**src/rtl/div_iter_16.sv**
```systemverilog
// Iterative unsigned divider: restoring shift-subtract, one quotient bit per clock.
// A start accepted at edge N yields a held quotient/remainder with o_valid after edge N+16.
module div_iter_16 #(
  parameter int WIDTH = 16
) (
  input  logic             clk,
  input  logic             rst,
  input  logic             i_start,
  input  logic [WIDTH-1:0] i_dividend,
  input  logic [WIDTH-1:0] i_divisor,
  output logic             o_busy,
  output logic             o_valid,
  output logic [WIDTH-1:0] o_quotient,
  output logic [WIDTH-1:0] o_remainder
);

  localparam int CW = $clog2(WIDTH);

  typedef enum logic [1:0] {IDLE, RUN, DONE} state_t;

  state_t           state, state_next;
  logic [CW-1:0]    cnt;
  logic [WIDTH-1:0] dividend_reg, divisor_reg, rem_reg, quo_reg;
  logic [WIDTH:0]   trial;
  logic             take, accept, last;
  logic [WIDTH-1:0] rem_next, quo_next;

  assign accept = i_start && (state != RUN);
  assign last   = (state == RUN) && (cnt == '0);

  // One reused stage: 17-bit trial so divisors >= 0x8000 compare correctly.
  always_comb begin
    // NOTE: every always_comb output gets a default first so no latch is inferred.
    trial    = {rem_reg, dividend_reg[cnt]};
    take     = (trial >= {1'b0, divisor_reg});
    rem_next = take ? (trial[WIDTH-1:0] - divisor_reg) : trial[WIDTH-1:0];
    quo_next = quo_reg;
    quo_next[cnt] = take;
  end

  always_comb begin
    state_next = state;
    case (state)
      IDLE:    if (accept) state_next = RUN;
      RUN:     if (cnt == '0) state_next = DONE;
      DONE:    if (accept) state_next = RUN;
      default: state_next = IDLE;
    endcase
  end

  // NOTE: sequential state uses non-blocking assignments so all registers update together.
  always_ff @(posedge clk or posedge rst) begin
    if (rst) state <= IDLE;
    else     state <= state_next;
  end

  always_ff @(posedge clk or posedge rst) begin
    if (rst) begin
      cnt          <= '0;
      dividend_reg <= '0;
      divisor_reg  <= '0;
      rem_reg      <= '0;
      quo_reg      <= '0;
      o_quotient   <= '0;
      o_remainder  <= '0;
    end else if (accept) begin
      cnt          <= CW'(WIDTH - 1);
      dividend_reg <= i_dividend;
      divisor_reg  <= i_divisor;
      rem_reg      <= '0;
      quo_reg      <= '0;
    end else if (state == RUN) begin
      cnt     <= cnt - CW'(1);
      rem_reg <= rem_next;
      quo_reg <= quo_next;
      if (last) begin
        // A zero divisor would otherwise yield all-ones; force the defined 0/0 result.
        o_quotient  <= (divisor_reg == '0) ? '0 : quo_next;
        o_remainder <= (divisor_reg == '0) ? '0 : rem_next;
      end
    end
  end

  assign o_busy  = (state == RUN);
  assign o_valid = (state == DONE);

endmodule

```
**config.mk**
```make
export PLATFORM = sky130hd
export DESIGN_NAME = div_iter_16
export DESIGN_NICKNAME = d
export VERILOG_FILES = /design/src/rtl/div_iter_16.sv
export SDC_FILE = /design/constraint.sdc
export NUM_CORES = 1
export LEC_CHECK = 0
export CAP_MARGIN = 5
export CORE_ASPECT_RATIO = 1.1
export CORE_MARGIN = 1.5
export CORE_UTILIZATION = 30
export CTS_CLUSTER_SIZE = 16
export DETAILED_ROUTE_END_ITERATION = 10
export SYNTH_ARGS = -nofsm -noshare
export SYNTH_HDL_FRONTEND = slang
export SYNTH_SLANG_ARGS = --single-unit
```
**constraint.sdc**
```tcl
create_clock -name clk -period 5.42 [get_ports clk]
set_clock_uncertainty 0.1 [all_clocks]
set_input_delay 0.542 -clock clk [delete_from_list [all_inputs] [get_ports clk]]
set_output_delay 0.542 -clock clk [all_outputs]
set_load 0.03 [all_outputs]
```
Word-level counts from Yosys, hierarchy flattened:

Cells that the tools add are included.

* output and inout port bits: 34
* bits in registers: 102
* input bits: 35

* equality and inequality tests: 5
* multiplexer cells: 17
* reductions and logical operators: 10
* order comparisons: 3
* bitwise gates (word level): 1
* add/sub/neg operators: 2

Operators with widths (number)
* 16-bit 2-to-1 mux: 7
* 17-bit by 16-bit greater-or-equal comparator with 1-bit output: 1
* 16-bit bitwise mux: 1
* 16-bit logical NOT: 1
* 16-bit subtractor: 1
* 4-bit 2-to-1 mux: 2
* 2-bit by 1-bit inequality test with 1-bit output, second input constant: 3
* 4-bit by 5-bit < comparator with 1-bit output, second input constant: 1
* 1-bit binary-select mux with 4-bit select: 1
* 1-bit demux with 4-bit select: 1
* 4-bit by 1-bit greater-or-equal comparator with 1-bit output, second input constant: 1
* 4-bit logical NOT: 1
* 2-bit 2-to-1 mux: 2
* 2-bit case mux with 2 select lines: 1
* 4-bit by 1-bit subtractor with 4-bit output, second input constant: 1
* 1-bit logical AND: 3
* 3-bit AND reduction: 1
* 2-bit by 1-bit equality test with 1-bit output, second input constant: 1
* 2-bit equality test, second input constant: 1
* 2-bit logical NOT: 1
* 1-bit 2-to-1 mux: 2
* 2-bit AND reduction: 1
* 2-bit nonzero test: 1
* 2-bit OR reduction: 1
* 1-bit NOT: 1

Longest topological paths before layout:

Gate-level depths: netlist of run 1.

* depth in word-level cells: 7
* gate-level depth with buffers: 13

Worst setup path after synthesis of run 1:

OpenSTA, ideal clock, no wires.

* path kind: register to register
* from: reg cnt[0]
* to: reg rem_reg[14]
* period minus slack after synthesis: 3562 ps
* path buffers: 1
* setup time: 141 ps
* data required time: 5179 ps
* path slack: 1858 ps
* cell stages (with the launch flop): 14
* data arrival time: 3321 ps
* cell sequence: dfrtp_1 > clkbuf_1 > mux4_2 > a22oi_1 > and3_1 > ha_1 > inv_1 > fa_1 > a21o_1 > a221oi_1 > a2111o_1 > nor2_1 > a211oi_1 > o221ai_1

* longest elaborated chain between the ends: 6
* elaborated cells between the ends (all ways): 7
* classes of those cells: add/sub (1); order compare (1); mux (5)

Ends and longest elaborated chain
* from (decl): line 22 `logic [CW-1:0] cnt;`
* from (signal assigned): line 67 `cnt <= CW'(WIDTH - 1);`
* from (signal assigned): line 73 `cnt <= cnt - CW'(1);`
* 1-bit binary-select mux with 4-bit select (*): line 34 `trial = {rem_reg, dividend_reg[cnt]};`
* 1-bit 2-to-1 mux (implied by the code) (*): line 34
* 16-bit subtractor or 17-bit by 16-bit greater-or-equal comparator with 1-bit output (tied branches): line 36, 35
* 16-bit 2-to-1 mux (*): line 36 `rem_next = take ? (trial[WIDTH-1:0] - divisor_reg) : trial[WIDTH-1:0];`
* 16-bit 2-to-1 mux (*): line 72 `end else if (state == RUN) begin`
* 16-bit 2-to-1 mux (*): line 66 `end else if (accept) begin`
* to (signal assigned): line 74 `rem_reg <= rem_next;`
* to (decl): line 23 `logic [WIDTH-1:0] dividend_reg, divisor_reg, rem_reg, quo_reg;`

Mark *: on every way between the ends. The rest lies on a longest branch, timed or not. The select of a mux whose other input is x is not followed.
A chain may end at the register's enable or synchronous reset.

Worst setup path in the final report of run 1:

Ends and elaborated chain as after synthesis.

==> impl_metrics.tcl, run 1 <==
set metrics [dict create \
    drv_slew 0 \
    switching_share_pct 47.3 \
    final_nets 666 \
    combPwrFrac_pct 57.8 \
    die_w_um 133 \
    postLayoutCoreUtil_pct 37.5 \
    p_int_w 0.00259 \
    synthTopCellsByArea "dfrtp_1 46%, mux2_2 6.5%, ha_1 5.0%" \
    clock_power_share_pct 13.7 \
    drt-vias-per-instance 5.49 \
    synth-edff-count 0 \
    status "complete, no violations" \
    relSlewSlack_pct 19.2 \
    synthArstFlopShare_pct 100 \
    max_slew.worst_pin.slew_ps 1210 \
    crit_type "reg2reg" \
    max_cap_viol_count 0 \
    antenna_found_initial 0 \
    cts_tree "done" \
    setup_viol 0 \
    vdd_drop_max_v 0.000229 \
    avgRoutedWirePerCell_um 17.2 \
    num_io_pins 69 \
    worstSetupEndpointType "flip-flop" \
    p_switching_w 0.00232 \
    syn-num-nets 620 \
    row_count 51 \
    fin_tns_setup_ps 0 \
    first_pass_iters 6 \
    ys_seq_area_share_pct 45.6 \
    timing.fmax_mhz 252 \
    drt-initial-drc-count 379 \
    p_per_area_nw_per_um2 730 \
    period_share_pct 73.3 \
    synth.avg_cell_area_um2 9.86 \
    numPortBuffers 68 \
    cts_buffers 9 \
    routabilityCongestion 0.890 \
    fillers 1735 \
    grtUsageTotal_pct 15.7 \
    clkLatencyLatePin_ps 360 \
    antenna_left 0 \
    cts_setup_buffers 0 \
    cts-root-buf "clkbuf_16" \
    period_needed_ps 3970 \
    p_leak_nw 2.75 \
    grt_pass1_wl_mm 24.2 \
    synthCells 562 \
    ys_ff_latch 101 \
    vias 4669 \
    arrival_ps 4090 \
    start_util_pct 30.9 \
    dpl.hpwl_mm 10.4 \
    final_cell_mix "101 x dfrtp_1, 68 x clkdlybuf4s50_1, 65 x nand2_1" \
    diodes 0 \
    hold_class "reg2reg" \
    ys.flop_type "dfrtp_1" \
    grt_max_degree 56 \
    drive_gt1_share_pct 11.7 \
    postCtsResizedCells 0 \
    finalHoldViolCount 0 \
    syn_area_um2 5540 \
    fp.coreArea_um2 17900 \
    hold_buffers 0 \
    yosysTopAreaCellShare_pct 45.6 \
    ys_types 56 \
    r2r_slack_ps 1450 \
    die_h_um 146 \
    final_common_cell "dfrtp_1" \
    crit_required_ps 5530 \
    cts_max_level 3 \
    yosysWarnings 0 \
    seqPwrFrac_pct 28.5 \
    crit_path_start_kind "flip-flop" \
    clk_pin_slew_ps 80 \
    clockBufferDepth 2 \
    overflow 0 \
    totalWireLength_mm 14.7 \
    drc_errors 0 \
    yosysTopAreaCell "dfrtp_1" \
    critPathMaxFanout 8 \
    clkSinkCount 101 \
    grt_pass1_vias 4618 \
    rsz0062_at_grt "false" \
    dieArea_um2 19300 \
    syn_to_final_growth_pct 21.3 \
]
-- power by group through the flow --
stage,Combinational [W],Sequential [W],Clock [W]
3_5_place_dp,0.00278,0.00141,0
6_report,0.00284,0.00140,0.000674
5_1_grt,0.00310,0.00145,0.000722
2_1_floorplan,0.00194,0.00147,0
4_1_cts,0.00281,0.00140,0.000687
3_3_place_gp,0.00272,0.00140,0
-- critical path, stage by stage, from the launching register on --
cell and delay [ps]:
dfrtp_1 560, mux4_2 560, a22oi_1 180, and3_1 300
ha_1 190, inv_1 50, fa_1 400, a21o_1 210
a221oi_1 480, a2111o_1 260, nor2_1 50, a211oi_1 310
o221ai_1 180
-- Yosys cell counts (4+ instances only) --
library cell and number:
nand4_1 22, o221ai_1 14, nand2b_1 4, a21oi_1 43, clkbuf_1 26, nor2b_1 5, or3_1 4, ha_1 22
inv_1 27, dfrtp_1 101, mux2_2 32, o22ai_1 4, and3_1 7, o21ai_0 45, nor4_1 5, buf_1 4
xor2_1 5, nand3_1 22, o311ai_0 6, a211oi_1 4, nand2_1 65, a21o_1 6, o311ai_1 5, buf_2 10
nor2_1 12, mux4_2 4, a31oi_1 5, xnor2_1 8
-- logic make-up after synthesis --
family / synth area share (%)
adder cells (fa/ha/maj): 5.33
multiplexers: 8.13
buffers and inverters: 5.10
AND/OR/NAND/NOR: 13.1
flip-flops: 45.6
AO/OA/AOI/OAI: 20.7
XOR/XNOR: 2.05
-- metal layers --
metal | GRT usage (%) | up-vias | wire length, µm | part of all wire (%)
met5 | 0 | - | 0 | 0
met1 | 21.2 | 2310 | 6510 | 44
met2 | 24.9 | 161 | 6960 | 48
li1 | - | 2165 | - | -
met4 | 6.15 | 0 | 369 | 2.5
met3 | 3.00 | 33 | 816 | 5.6
-- path summary, 6_finish.rpt --
path / start / endpoint / cells after the start
max in group asynchronous: rst / rem_reg[2] / 3
setup / recovery: cnt[0] / rem_reg[14] / 12
hold / removal: o_quotient[12] / o_quotient[12] / 2
setup reg to reg: cnt[0] / rem_reg[14] / 12
min in group asynchronous: rst / divisor_reg[15] / 2
hold reg to reg: o_quotient[12] / o_quotient[12] / 2
-- area by class of cell --
| type | count | area [µm²] | area share, % |
|---|---|---|---|
| Multi-Input combinational cell | 391 | 2740 | 40.8 |
| Inverter | 29 | 111 | 1.66 |
| Clock buffer | 9 | 225 | 3.35 |
| Sequential cell | 101 | 2530 | 37.6 |
| Timing Repair Buffer | 76 | 741 | 11.0 |
| Clock inverter | 7 | 80.1 | 1.19 |
| Tap cell | 238 | 298 | 4.43 |
-- stage by stage --
step	hold slack, ps	std cells	total power [W]	area [µm²]	setup slack, ps
finish	383	851	0.00491	6730	1450
global route	407	851	0.00527	6730	1180
CTS	393	851	0.00490	6730	1490
detailed placement	377	835	0.00420	6420	1500
global placement	366	835	0.00412	6420	1630
floorplan	355	562	0.00340	5540	1860
Power figures use the tool's default switching activity.
==> inputs of run 2 (changes only) <==
==> constraint.sdc (replaced) <==
create_clock -name clk -period 4.1 [get_ports clk]
set_clock_uncertainty 0.1 [all_clocks]
set_input_delay 0.41 -clock clk [delete_from_list [all_inputs] [get_ports clk]]
set_output_delay 0.41 -clock clk [all_outputs]
set_load 0.03 [all_outputs]
==> impl_metrics.tcl, run 2 (synthesis gave the netlist of run 1 again) <==
set metrics [dict create \
    regToRegStartpoint "cnt[0]" \
    clockBufferDepth 2 \
    die_h_um 146 \
    drc_errors 0 \
    overflow 0 \
    cts-root-buf "clkbuf_16" \
    hold_class "reg2reg" \
    vias 4542 \
    routabilityCongestion 0.963 \
    postCtsResizedCells 0 \
    drt-vias-per-instance 5.29 \
    grt_max_degree 58 \
    cts_max_level 3 \
    clkLatencyLatePin_ps 360 \
    clkSinkCount 101 \
    avgRoutedWirePerCell_um 16.8 \
    period_share_pct 93.4 \
    hold_buffers 0 \
    crit_path_start_kind "flip-flop" \
    drt-initial-drc-count 433 \
    hp-start "o_quotient[6]" \
    cts_buffers 9 \
    slowest_stage "dfrtp_1" \
    fillers 1718 \
    antenna_left 0 \
    clk_pin_slew_ps 80 \
    p_leak_nw 2.80 \
    num_io_pins 69 \
    status "complete, no violations" \
    startpoint "cnt[0]" \
    cts_setup_buffers 0 \
    instances_no_fill 858 \
    syn_to_final_growth_pct 22.6 \
    crit_chain "mux4_2, a22oi_1, and3_1, ha_1, nor2b_1, o31ai_4, a2111oi_4, o31a_4, o21ai_1, buf_4, o21ai_0" \
    crit_type "reg2reg" \
    diodes 0 \
    start_util_pct 30.9 \
    dieArea_um2 19300 \
    first_pass_iters 5 \
    totalWireLength_mm 14.4 \
    timing.fmax_mhz 261 \
    grt_pass1_vias 4523 \
    combPwrFrac_pct 57.8 \
    period_needed_ps 3830 \
    dpl.hpwl_mm 10.4 \
    max_cap_viol_count 0 \
    crit_family "compound AO/OA/AOI/OAI gates" \
    critPathMaxFanout 15 \
    dp_cells 842 \
    fin_tns_setup_ps 0 \
    drv_slew 0 \
    final_common_cell "dfrtp_1" \
    crit_required_ps 4240 \
    drive_gt1_share_pct 12.9 \
    numPortBuffers 68 \
    p_switching_w 0.00306 \
    final_nets 673 \
    setup_viol 0 \
    relSlewSlack_pct 29.4 \
    worstSetupEndpointType "flip-flop" \
    switching_share_pct 46.9 \
    p_int_w 0.00347 \
    cts_tree "done" \
    path_buf_inv 1 \
    grtUsageTotal_pct 15.3 \
    vdd_drop_max_v 0.000369 \
    max_slew.worst_pin.slew_ps 1060 \
    antenna_found_initial 0 \
    row_count 51 \
    grt_pass1_wl_mm 23.8 \
    clock_power_share_pct 13.9 \
    final_cell_mix "101 x dfrtp_1, 68 x clkdlybuf4s50_1, 65 x nand2_1" \
    rsz0062_at_grt "false" \
    fp.coreArea_um2 17900 \
    slowest_delay_ps 570 \
    seqPwrFrac_pct 28.3 \
    arrival_ps 3970 \
    die_w_um 133 \
    p_per_area_nw_per_um2 962 \
    finalHoldViolCount 0 \
]
[run 2: cell types whose count changed in the layout (fill, tap and decap cells not counted), sizes merged]
cell	delta
buf	+7
clkinvlp	-1
inv	+1
[run 2: worst min-delay path, delay by kind of cell (launching register included)]
family | cells | cell delay (ps)
and+or+nand+nor | 1 | 40
DFF | 1 | 350
AOI/OAI and AO/OA | 1 | 60
[run 2: final timing paths]
kind / endpoint / slack [ps] / cells past startpoint
max: quo_reg[10] / 270 / 11
min reg2reg: o_quotient[6] / 380 / 2
max in group asynchronous: o_remainder[15] / 2650 / 3
min in group asynchronous: divisor_reg[12] / 450 / 2
max reg2reg: quo_reg[10] / 270 / 11
min: o_quotient[6] / 380 / 2
[run 2: final cells by class]
type,instances,area (µm²),share of cell area (%)
repair buffers,83,793,11.7
multi-input cells,391,2750,40.5
inverters,29,111,1.64
clock buffers,9,225,3.31
flip-flops and latches,101,2530,37.2
well taps,238,298,4.38
clock inverters,7,91.3,1.34
[run 2: metrics by stage]
stage	utilization [%]	hold slack (ps)	worst slack (ps)	cell area, µm²	total power, W
6_report	37.9	382	270	6800	0.00654
5_1_grt	37.9	401	25.8	6800	0.00702
2_1_floorplan	-	355	538	5540	0.00450
4_1_cts	37.9	392	185	6790	0.00653
3_3_place_gp	36.1	364	301	6470	0.00550
3_5_place_dp	36.1	373	213	6470	0.00560
[run 2: power groups by stage]
stage	Sequential, W	Clock, W	Combinational, W
finish	0.00185	0.000908	0.00378
global route	0.00192	0.000973	0.00413
CTS	0.00185	0.000931	0.00374
detailed placement	0.00187	0	0.00373
global placement	0.00185	0	0.00365
floorplan	0.00194	0	0.00256
[run 2: layer usage]
metal	wire length (µm)	vias up	global-route usage [%]
met5	0	-	0
met4	223	0	5.11
met3	700	15	2.65
met2	6810	136	24.6
met1	6640	2209	20.9
li1	-	2182	-
==> inputs of run 3 (changes only) <==
--- a/config.mk
+++ b/config.mk
@@ -11,6 +11,7 @@
 export CORE_UTILIZATION = 30
 export CTS_CLUSTER_SIZE = 16
 export DETAILED_ROUTE_END_ITERATION = 10
+export SLEW_MARGIN = 40
 export SYNTH_ARGS = -nofsm -noshare
 export SYNTH_HDL_FRONTEND = slang
 export SYNTH_SLANG_ARGS = --single-unit
==> impl_metrics.tcl, run 3 (synthesis gave the netlist of run 1 again) <==
set metrics [dict create \
    route.met3.wl_um 626 \
    topRoutingLayerUsed "met4" \
    first_pass_iters 5 \
    fillers 1722 \
    max_cap_viol_count 0 \
    hold_buffers 0 \
    cts_buffers 9 \
    drc_errors 0 \
    grt_max_degree 58 \
    totalWireLength_mm 14.4 \
    drive_gt1_share_pct 13.2 \
    diodes 0 \
    clkSinkCount 101 \
    rr_worst_depth 11 \
    status "complete, no violations" \
    overflow 0 \
    crit_path_start_kind "flip-flop" \
    startpoint "cnt[0]" \
    clk_pin_slew_ps 80 \
    postCtsResizedCells 0 \
    dpl.hpwl_mm 10.4 \
    fin_tns_setup_ps 0 \
    setup_viol 0 \
    routabilityCongestion 0.963 \
    relSlewSlack_pct 56.4 \
    seq_area_um2 2530 \
    drt-initial-drc-count 439 \
    antenna_found_initial 0 \
    numPortBuffers 68 \
    start_util_pct 30.9 \
    num_io_pins 69 \
    period_share_pct 92.5 \
    antenna_left 0 \
    cts_tree "done" \
    syn_to_final_growth_pct 22.7 \
    row_count 51 \
    p_per_area_nw_per_um2 962 \
    cts-root-buf "clkbuf_16" \
    final_common_cell "dfrtp_1" \
    wl_met2_mm 6.90 \
    vias 4602 \
    finalHoldViolCount 0 \
    max_slew.worst_pin.slew_ps 653 \
    setup_ws_ps 307 \
    grt_pass1_wl_mm 23.8 \
    die_h_um 146 \
    crit_required_ps 4230 \
    worstSetupEndpointType "flip-flop" \
    final_nets 673 \
    cts_setup_buffers 0 \
    timing.fmax_mhz 264 \
    clkLatencyLatePin_ps 350 \
    arrival_ps 3930 \
    hp-start "o_quotient[6]" \
    grt_pass1_vias 4532 \
    avgRoutedWirePerCell_um 16.8 \
    drt-met1-wl_mm 6.67 \
    clockBufferDepth 2 \
    crit_type "reg2reg" \
    period_needed_ps 3790 \
    vdd_drop_max_v 0.000340 \
    hold_class "reg2reg" \
    cts_max_level 3 \
    regToRegStartpoint "cnt[0]" \
    final_cell_mix "101 x dfrtp_1, 68 x clkdlybuf4s50_1, 65 x nand2_1" \
    drt-vias-per-instance 5.36 \
    grtUsageTotal_pct 15.2 \
    p_leak_nw 2.80 \
    pre_cts_ws_ps 213 \
    whs_path_depth 2 \
    multi_input_area_um2 2750 \
    dieArea_um2 19300 \
    critPathMaxFanout 15 \
    rsz0062_at_grt "false" \
    drv_slew 0 \
    die_w_um 133 \
    fp.coreArea_um2 17900 \
]
[run 3: cell count changes in the layout (fill, tap and decap cells not counted)]
cell      change
nor2_1        -1
inv_4         -1
inv_6         +1
nor2_2        +1
nand2b_1      -1
nand2b_2      +1
[run 3: worst max-delay path, cell delays in order, from the launching register on]
cell and delay (ps):
dfrtp_1 570, mux4_2 550, a22oi_1 180, and3_1 270, ha_1 180, nor2b_1 70, o31ai_4 320, a2111oi_4 140
o31a_4 430, o21ai_1 430, buf_4 290, o21ai_0 110
[run 3: power by group]
group          leakage, nW  internal, W  switching, W
Clock                0.157     0.000491      0.000414
Combinational         1.36      0.00153       0.00226
Sequential            1.28      0.00146      0.000398
Total                 2.80      0.00347       0.00307
[run 3: path summary, 6_finish.rpt]
kind                            slack (ps)              end
worst min register to register         380    o_quotient[6]
worst max register to register         310      quo_reg[10]
worst max-delay path                   310      quo_reg[10]
min in group asynchronous              400   divisor_reg[0]
max in group asynchronous             2780  o_remainder[15]
worst min-delay path                   380    o_quotient[6]
[run 3: cell type report]
class                      count  area share, %
multi-input combinational    391           40.5
sequential                   101           37.2
timing repair buffer          83           11.7
tap                          238           4.38
clock buffer                   9           3.31
inverter                      29           1.67
clock inverter                 7           1.34
[run 3: metrics by stage]
stage / std cells / hold WS (ps) / total power [W] / area (µm²) / util, %
after floorplan: 562 / 355 / 0.00450 / 5540 / -
after global placement: 842 / 364 / 0.00550 / 6470 / 36.1
after global routing: 858 / 401 / 0.00701 / 6800 / 37.9
after CTS: 858 / 392 / 0.00653 / 6790 / 37.9
after detailed placement: 842 / 373 / 0.00560 / 6480 / 36.1
final: 858 / 383 / 0.00654 / 6800 / 37.9
[run 3: per-layer routing]
layer	track usage [%]	vias to the layer above
met1	20.7	2279
li1	-	2174
met2	24.4	135
met5	0	-
met3	2.54	14
met4	5.22	0
